`src/rtl/dmem_arb_pkg.sv`:
```
// Shared constants and state encoding for the two-port data-memory arbiter.
package dmem_arb_pkg;

   localparam int LINE_W = 256;
   localparam int ADDR_W = 32;

   localparam logic [1:0] IDLE = 2'd0;
   localparam logic [1:0] GNT0 = 2'd1;
   localparam logic [1:0] GNT1 = 2'd2;

   localparam logic PORT0 = 1'b0;
   localparam logic PORT1 = 1'b1;

   typedef enum logic [1:0] {
      ST_IDLE = IDLE,
      ST_GNT0 = GNT0,
      ST_GNT1 = GNT1
   } arb_state_e;

endpackage

```
`src/rtl/dmem_arbiter_if.sv`:
```
// Bus bundle between the two cache miss ports, the arbiter and the data memory.
// Signal suffixes are from the arbiter's point of view (slave modport).
interface dmem_arbiter_if;
   import dmem_arb_pkg::*;

   logic              p0_enable_i;
   logic              p0_write_i;
   logic [ADDR_W-1:0] p0_addr_i;
   logic [LINE_W-1:0] p0_data_i;
   logic [LINE_W-1:0] p0_data_o;
   logic              p0_ack_o;

   logic              p1_enable_i;
   logic              p1_write_i;
   logic [ADDR_W-1:0] p1_addr_i;
   logic [LINE_W-1:0] p1_data_i;
   logic [LINE_W-1:0] p1_data_o;
   logic              p1_ack_o;

   logic              mem_enable_o;
   logic              mem_write_o;
   logic [ADDR_W-1:0] mem_addr_o;
   logic [LINE_W-1:0] mem_data_o;
   logic [LINE_W-1:0] mem_data_i;
   logic              mem_ack_i;

   modport slave (
      input  p0_enable_i, p0_write_i, p0_addr_i, p0_data_i,
      output p0_data_o, p0_ack_o,
      input  p1_enable_i, p1_write_i, p1_addr_i, p1_data_i,
      output p1_data_o, p1_ack_o,
      output mem_enable_o, mem_write_o, mem_addr_o, mem_data_o,
      input  mem_data_i, mem_ack_i
   );

   modport master (
      output p0_enable_i, p0_write_i, p0_addr_i, p0_data_i,
      input  p0_data_o, p0_ack_o,
      output p1_enable_i, p1_write_i, p1_addr_i, p1_data_i,
      input  p1_data_o, p1_ack_o,
      input  mem_enable_o, mem_write_o, mem_addr_o, mem_data_o,
      output mem_data_i, mem_ack_i
   );

endinterface

```
`src/rtl/dmem_arb_watchdog.sv`:
```
// Grant watchdog: counts granted cycles without ack, raises a one-cycle timeout
// when the count reaches TIMEOUT_CYCLES and latches a sticky error.
module dmem_arb_watchdog
   import dmem_arb_pkg::*;
#(
   parameter int TIMEOUT_CYCLES = 1023,
   parameter int CNT_W          = 10
) (
   input  logic clk_i,
   input  logic rst_i,
   input  logic granted_i,
   input  logic ack_i,
   output logic timeout_o,
   output logic err_o
);

   localparam logic [CNT_W-1:0] LIMIT = CNT_W'(TIMEOUT_CYCLES);

   logic [CNT_W-1:0] cnt_q, cnt_d, cnt_inc;
   logic             err_q, err_d;

   assign cnt_inc = cnt_q + 1'b1;

   // Counter sits at zero whenever nothing is granted, so each new grant starts clean.
   always_comb begin
      cnt_d     = '0;
      err_d     = err_q;
      timeout_o = 1'b0;
      if (granted_i && !ack_i) begin
         if (cnt_inc == LIMIT) begin
            timeout_o = 1'b1;
            err_d     = 1'b1;
         end else begin
            cnt_d = cnt_inc;
         end
      end
   end

   always_ff @(posedge clk_i or negedge rst_i) begin
      if (!rst_i) begin
         cnt_q <= '0;
         err_q <= 1'b0;
      end else begin
         cnt_q <= cnt_d;
         err_q <= err_d;
      end
   end

   assign err_o = err_q;

endmodule

```
`src/rtl/dmem_arbiter.sv`:
```
// Round-robin arbiter sharing the 256-bit data memory between two cache miss ports.
// Optional grant watchdog compiled in with DMEM_ARB_WATCHDOG_EN.
module dmem_arbiter
   import dmem_arb_pkg::*;
#(
   parameter int TIMEOUT_CYCLES = 1023,
   parameter int CNT_W          = 10
) (
   input  logic                 clk_i,
   input  logic                 rst_i,
   dmem_arbiter_if.slave        bus,
   output logic [1:0]           grant_o,
   output logic                 err_o
);

   arb_state_e state_q, state_d;
   logic       last_grant_q, last_grant_d;
   logic       timeout;

   always_ff @(posedge clk_i or negedge rst_i) begin
      if (!rst_i) begin
         state_q      <= ST_IDLE;
         last_grant_q <= PORT1;
      end else begin
         state_q      <= state_d;
         last_grant_q <= last_grant_d;
      end
   end

   // last_grant follows every grant so a chained request re-arbitrates behind a waiting port.
   always_comb begin
      state_d      = state_q;
      last_grant_d = last_grant_q;
      case (state_q)
         ST_IDLE: begin
            if (bus.p0_enable_i && bus.p1_enable_i) begin
               if (last_grant_q == PORT1) begin
                  state_d      = ST_GNT0;
                  last_grant_d = PORT0;
               end else begin
                  state_d      = ST_GNT1;
                  last_grant_d = PORT1;
               end
            end else if (bus.p0_enable_i) begin
               state_d      = ST_GNT0;
               last_grant_d = PORT0;
            end else if (bus.p1_enable_i) begin
               state_d      = ST_GNT1;
               last_grant_d = PORT1;
            end
         end
         ST_GNT0: begin
            if (bus.mem_ack_i || !bus.p0_enable_i) begin
               state_d = ST_IDLE;
            end else if (timeout) begin
               state_d      = ST_IDLE;
               last_grant_d = PORT0;
            end
         end
         ST_GNT1: begin
            if (bus.mem_ack_i || !bus.p1_enable_i) begin
               state_d = ST_IDLE;
            end else if (timeout) begin
               state_d      = ST_IDLE;
               last_grant_d = PORT1;
            end
         end
         default: state_d = ST_IDLE;
      endcase
   end

   // Memory side follows the owner combinationally so an abort drops enable in the same cycle.
   always_comb begin
      bus.mem_enable_o = 1'b0;
      bus.mem_write_o  = 1'b0;
      bus.mem_addr_o   = bus.p0_addr_i;
      bus.mem_data_o   = bus.p0_data_i;
      bus.p0_ack_o     = 1'b0;
      bus.p1_ack_o     = 1'b0;
      case (state_q)
         ST_GNT0: begin
            bus.mem_enable_o = bus.p0_enable_i;
            bus.mem_write_o  = bus.p0_enable_i & bus.p0_write_i;
            bus.p0_ack_o     = bus.mem_ack_i;
         end
         ST_GNT1: begin
            bus.mem_enable_o = bus.p1_enable_i;
            bus.mem_write_o  = bus.p1_enable_i & bus.p1_write_i;
            bus.mem_addr_o   = bus.p1_addr_i;
            bus.mem_data_o   = bus.p1_data_i;
            bus.p1_ack_o     = bus.mem_ack_i;
         end
         default: ;
      endcase
   end

   assign bus.p0_data_o = bus.mem_data_i;
   assign bus.p1_data_o = bus.mem_data_i;
   assign grant_o       = {state_q == ST_GNT1, state_q == ST_GNT0};

`ifdef DMEM_ARB_WATCHDOG_EN
   dmem_arb_watchdog #(
      .TIMEOUT_CYCLES (TIMEOUT_CYCLES),
      .CNT_W          (CNT_W)
   ) u_watchdog (
      .clk_i     (clk_i),
      .rst_i     (rst_i),
      .granted_i (state_q != ST_IDLE),
      .ack_i     (bus.mem_ack_i),
      .timeout_o (timeout),
      .err_o     (err_o)
   );
`else
   logic unused_cfg;
   assign unused_cfg = ^{TIMEOUT_CYCLES[0], CNT_W[0]};
   assign timeout    = 1'b0;
   assign err_o      = 1'b0;
`endif

endmodule

```
`src/flat_wrapper.sv`:
```
// flat-port wrapper written by rule: the top's interface ports become plain ports
module dmem_arbiter_flat import dmem_arb_pkg::*;
#(
   parameter int TIMEOUT_CYCLES = 1023,
   parameter int CNT_W          = 10
)
  (clk_i, rst_i, grant_o, err_o, bus_p0_enable_i, bus_p0_write_i, bus_p0_addr_i, bus_p0_data_i, bus_p0_data_o, bus_p0_ack_o, bus_p1_enable_i, bus_p1_write_i, bus_p1_addr_i, bus_p1_data_i, bus_p1_data_o, bus_p1_ack_o, bus_mem_enable_o, bus_mem_write_o, bus_mem_addr_o, bus_mem_data_o, bus_mem_data_i, bus_mem_ack_i);
  dmem_arbiter_if bus_i ();
  input  logic clk_i;
  input  logic rst_i;
  output logic [1:0] grant_o;
  output logic err_o;
  input wire logic [$bits(bus_i.p0_enable_i)-1:0] bus_p0_enable_i;
  input wire logic [$bits(bus_i.p0_write_i)-1:0] bus_p0_write_i;
  input wire logic [$bits(bus_i.p0_addr_i)-1:0] bus_p0_addr_i;
  input wire logic [$bits(bus_i.p0_data_i)-1:0] bus_p0_data_i;
  output wire logic [$bits(bus_i.p0_data_o)-1:0] bus_p0_data_o;
  output wire logic [$bits(bus_i.p0_ack_o)-1:0] bus_p0_ack_o;
  input wire logic [$bits(bus_i.p1_enable_i)-1:0] bus_p1_enable_i;
  input wire logic [$bits(bus_i.p1_write_i)-1:0] bus_p1_write_i;
  input wire logic [$bits(bus_i.p1_addr_i)-1:0] bus_p1_addr_i;
  input wire logic [$bits(bus_i.p1_data_i)-1:0] bus_p1_data_i;
  output wire logic [$bits(bus_i.p1_data_o)-1:0] bus_p1_data_o;
  output wire logic [$bits(bus_i.p1_ack_o)-1:0] bus_p1_ack_o;
  output wire logic [$bits(bus_i.mem_enable_o)-1:0] bus_mem_enable_o;
  output wire logic [$bits(bus_i.mem_write_o)-1:0] bus_mem_write_o;
  output wire logic [$bits(bus_i.mem_addr_o)-1:0] bus_mem_addr_o;
  output wire logic [$bits(bus_i.mem_data_o)-1:0] bus_mem_data_o;
  input wire logic [$bits(bus_i.mem_data_i)-1:0] bus_mem_data_i;
  input wire logic [$bits(bus_i.mem_ack_i)-1:0] bus_mem_ack_i;
  assign bus_i.p0_enable_i = bus_p0_enable_i;
  assign bus_i.p0_write_i = bus_p0_write_i;
  assign bus_i.p0_addr_i = bus_p0_addr_i;
  assign bus_i.p0_data_i = bus_p0_data_i;
  assign bus_p0_data_o = bus_i.p0_data_o;
  assign bus_p0_ack_o = bus_i.p0_ack_o;
  assign bus_i.p1_enable_i = bus_p1_enable_i;
  assign bus_i.p1_write_i = bus_p1_write_i;
  assign bus_i.p1_addr_i = bus_p1_addr_i;
  assign bus_i.p1_data_i = bus_p1_data_i;
  assign bus_p1_data_o = bus_i.p1_data_o;
  assign bus_p1_ack_o = bus_i.p1_ack_o;
  assign bus_mem_enable_o = bus_i.mem_enable_o;
  assign bus_mem_write_o = bus_i.mem_write_o;
  assign bus_mem_addr_o = bus_i.mem_addr_o;
  assign bus_mem_data_o = bus_i.mem_data_o;
  assign bus_i.mem_data_i = bus_mem_data_i;
  assign bus_i.mem_ack_i = bus_mem_ack_i;
  dmem_arbiter #(.TIMEOUT_CYCLES(TIMEOUT_CYCLES), .CNT_W(CNT_W)) u_core (.clk_i(clk_i), .rst_i(rst_i), .bus(bus_i), .grant_o(grant_o), .err_o(err_o));
endmodule
```
`config.mk`:
```
export PLATFORM = sky130hd
export DESIGN_NAME = dmem_arbiter_flat
export DESIGN_NICKNAME = d
export VERILOG_FILES = /design/src/rtl/dmem_arb_pkg.sv /design/src/rtl/dmem_arbiter_if.sv /design/src/rtl/dmem_arb_watchdog.sv /design/src/rtl/dmem_arbiter.sv /design/src/flat_wrapper.sv
export SDC_FILE = /design/constraint.sdc
export NUM_CORES = 1
export LEC_CHECK = 0
export CAP_MARGIN = 20
export CORE_AREA = 3 3 635 637
export DETAILED_ROUTE_END_ITERATION = 8
export DIE_AREA = 0 0 638 640
export SETUP_SLACK_MARGIN = 0.05
export SLEW_MARGIN = 20
export SYNTH_ARGS = -nofsm -noshare
export SYNTH_HDL_FRONTEND = slang
export SYNTH_SLANG_ARGS = --single-unit
```
`constraint.sdc`:
```
create_clock -name clk_i -period 2.5 [get_ports clk_i]
set_clock_uncertainty 0.1 [all_clocks]
set_input_delay 0.5 -clock clk_i [delete_from_list [all_inputs] [get_ports clk_i]]
set_output_delay 0.5 -clock clk_i [all_outputs]
set_load 0.05 [all_outputs]
```
Word level (Yosys, flattened, before mapping)
Cells that the tools add are included.
{ "op_classes": {"addsub": 0, "n_mul": 0, "div_mod_pow": 0, "order_cmp": 0, "eq_ne": 5, "shift": 0, "mux": 17, "n_bitwise": 2, "reduce_logical": 9} }
{ "op_table": {"columns": ["op", "count"], "rows": [
  ["$mux W256", 1],
  ["$mux W32", 1],
  ["$mux W2", 6],
  ["$mux W1", 6],
  ["$pmux W2 S3", 1],
  ["$ne A2 B1 Y1 const B", 2],
  ["$ne A4 B3 Y1 const B", 1],
  ["$pmux W1 S2", 2],
  ["$reduce_and A3 Y1", 1],
  ["$reduce_bool A3 Y1", 1],
  ["$and A1 B1 Y1", 2],
  ["$eq A2 B1 Y1 const B", 1],
  ["$eq A2 B2 Y1 const B", 1],
  ["$logic_not A1 Y1", 2],
  ["$logic_not A2 Y1", 1],
  ["$logic_or A1 B1 Y1", 2],
  ["$reduce_and A2 Y1", 1],
  ["$logic_and A1 B1 Y1", 1]
]} }
{ "totals": {"register_bits": 3, "latch_bits": 0, "mem_bits_rw": 0, "mem_bits_ro": 0, "output_inout_bits": 807, "wordCells": 35, "memories": 0} }

Longest topological paths before layout
{ "depth": {"ltp_word": 4, "mapped_depth": 7} }

Worst setup path after synthesis
Ideal clock, no wire load.
{ "synth_timing": {"kind": "register -> output", "from": "register u_core.state_q[0]", "to": "output port bus_mem_write_o", "t_arrival_ps": 2398, "required_time_ps": 1900, "slack_ps": -498, "path_stages_with_launch": 8, "n_path_buf": 3, "cell_sequence": "dfrtp_1 inv_1 ha_1 buf_4 buf_6 buf_6 nand3_1 a21boi_1"} }
{ "synth_between": {"elab_chain_cells": 2, "word_cells_on_any_way": 3, "cone_classes": "eq/ne: 2; mux: 1"} }
{ "synth_rtl": {"columns": ["item", "line_no", "source"], "rows": [
  ["start, declared", "dmem_arbiter.sv:16", "arb_state_e state_q, state_d;"],
  ["start signal, assigned", "dmem_arbiter.sv:25", "state_q <= state_d;"],
  ["$eq A2 B2 Y1", null, null],
  ["named net grant_o[1]", "flat_wrapper.sv:11", "output logic [1:0] grant_o;"],
  ["$pmux W1 S2", "dmem_arbiter.sv:80", "case (state_q)"],
  ["end, declared", "flat_wrapper.sv:26", "output wire logic [$bits(bus_i.mem_write_o)-1:0] bus_mem_write_o;"]
]} }
The timed path passes the listed nets, and every way through them passes these cells.

Worst setup path after layout
{ "layout_timing": {"from": "register u_core.state_q[1]", "to": "output port bus_mem_data_o[93]"} }
{ "layout_between": {"elab_chain_cells": 2} }
{ "layout_rtl": {"columns": ["item", "line_no", "source"], "rows": [
  ["$eq A2 B2 Y1", "dmem_arbiter.sv:80", null],
  ["$mux W256", "dmem_arbiter.sv:80", null],
  ["end, declared", "flat_wrapper.sv:28", "output wire logic [$bits(bus_i.mem_data_o)-1:0] bus_mem_data_o;"]
]} }
Every way passes these cells.

==> flow_summary.toml <==
[sta]
finalSetupTns_ns = -3.21
setup_ws_ns = -0.0696
hold_violations = 0
drv_slew = 0
finalCritPeriodShare = 1.03
worst_pin_slew_ns = 0.656
rsz0062_at_grt = "true"
fmax_mhz = 389
setup_viol = 111
timing.hold.ws_ns = 0.380
slew_headroom = 0.562
fin_crit_ns = 2.57

[critical_path]
cp-start-kind = "flop"
criticalPathCategory = "flop to output pin"
critPathMaxFanout = 6
required_ns = 1.90
rr_worst_depth = 6
rrSetupSlack_ns = 0.69
worstPathArrival_ns = 1.97
cp-end-kind = "output pin"
rr_endpoint = "u_core.state_q[1]"
worstReg2RegStart = "u_core.state_q[1]"

[job]
maxCapViolCount = 0

[routing]
wl_per_cell_um = 54.9
wl_um = 365000
drc_errors = 0
ant_nets = 0
wl_met2_um = 156000
dr.pass1.iters = 5
routed-wl-met3_um = 111000
avgViaCountPerCell = 1.65
top_layer = "met5"
first_iter_violations = 728
met1_length_um = 85600
num_vias = 10900

[synth]
synthCells = 864
synth_area_leader_cell = "buf_4"
yosysMostFrequentCell = "buf_4"
synth_edf_count = 0
yosysUniqueCellTypes = 26
yosysSeqAreaShare = 0.00956
syn-num-nets = 1708
synth_area_mm2 = 0.00798
synth-seq-cells = 3
synth_top_area_share = 0.483
synth_common_cells = "buf_4, mux2_2, mux2_4, buf_2, buf_6"
yosys_warnings = 0
synth_area_leaders = "buf_4, mux2_2, mux2_4"
syn_avg_cell_area_um2 = 9.24
async_flop_share = 1.00
synth_ff_type = "dfrtp_1"

[clock_network]
cts_tree = "yes"
clk_pin_slew_ns = 0.03
cts_buffer_depth = 2
clkLatencyLatePin_ns = 0.23
cts-hold-fix-buffers = 0
cts_buffers = 3
cts.sink_count = 3
cts-root-buf = "clkbuf_16"
htree_levels = 1

[cells_and_area]
final_cell_area_mm2 = 0.0232
drive_gt1_frac = 0.524
nets = 2114
area_growth_pct = 191
final_util = 0.0582
final_cell_count_no_fill = 6650

[status]
status = "finished with violations"
violations = "setup timing"

[power]
p_per_area_mw_per_mm2 = 797
p_leak_uw = 0.00723
vdd_drop_max_mv = 0.285

[die]
placementRows = 232
core_area_mm2 = 0.399
ioPinCount = 1646
die_h_um = 640
start_util = 0.0200
die_w_um = 638
die_area_mm2 = 0.408

[grt]
grt_pass1_wl_um = 384000
antenna_found_initial = 420
grt_usage = 0.171
overflow = 0
first_global_vias = 9177
grt_max_degree = 40

[placement]
io_buffers = 876
dp.cells = 6491
gp_congestion = 0.909
dp_hpwl_um = 352000
placed_cell_area_mm2 = 0.0211

[min_path]
hold_path_class = "primary input to async pin"
-- layer usage --
layer,GRT usage,vias to the layer above
met2,0.259,2263
met4,0.0353,335
met3,0.249,780
li1,-,3339
met5,0.0171,-
met1,0.115,4226
-- state kept, by name, summed over array words and instances (netlist names) --
signal               flops
u_core.state_q           2
u_core.last_grant_q      1
-- final cells by class --
type                       count  area [µm²]
antenna                      116         290
clock buffer                   4        78.8
fill                       46700      375000
inverter                       3        11.3
multi-input combinational    312        4250
sequential                     3        77.6
tap                         5265        6590
timing repair buffer         947       11900
-- repair_timing --
| item | in CTS | in global routing |
|---|---|---|
| gates resized for setup | 70 | 221 |
| setup buffers | 11 | 12 |
| pin swaps | 0 | 1 |
| endpoints found under the hold margin | 0 | 0 |
| gates cloned | 4 | 13 |
| setup endpoints to repair | 275 | 279 |
-- kinds of logic after synthesis --
kind of cell,Yosys count,share of synthesized area
DFF,3,0.00956
other,1,0.000470
AOI/OAI and AO/OA,11,0.0111
muxes,288,0.453
adders and majority gates,5,0.00784
buffers and inverters,549,0.513
and+or+nand+nor,7,0.00470
-- metrics by stage --
step | worst slack [ns] | power (µW)
3_3_place_gp | -0.218 | 16400
6_report | -0.0696 | 18500
5_1_grt | -0.0841 | 19000
3_5_place_dp | -0.201 | 16400
2_1_floorplan | 0.152 | 9680
4_1_cts | -0.0811 | 17500
-- power breakdown --
part	internal, µW	switching [µW]
registers	77.7	20.3
clock network	210	42.7
logic	7870	10300
-- layout by cell type (no fill, tap or decap), types with 2 or more instances in the layout --
cell type / count
clkdlybuf4s50_1: 579
mux2_4: 210
buf_12: 183
diode_2: 116
mux2_2: 78
buf_6: 56
buf_4: 52
buf_8: 49
buf_16: 15
clkbuf_16: 13
ha_1: 3
inv_1: 2
nand3_1: 2
and2_1: 2
a21oi_1: 2
dlygate4sd2_1: 2
-- worst max-delay path: stages, from the launching register on --
cell and delay (ns):
dfrtp_2 0.42, ha_4 0.18, buf_12 0.13, buf_16 0.14, buf_12 0.14, clkbuf_16 0.16, mux2_4 0.31, buf_12 0.16
-- worst max path at each step --
stage,start,to
after floorplan,u_core.state_q[0],bus_mem_write_o
after detailed placement,bus_p0_data_i[21],bus_mem_data_o[21]
after global placement,bus_p1_data_i[21],bus_mem_data_o[21]
final,u_core.state_q[1],bus_mem_data_o[93]
after CTS,u_core.state_q[0],bus_mem_data_o[106]
after global routing,u_core.state_q[0],bus_mem_data_o[99]
No activity file was read; power rests on OpenSTA's default activity.
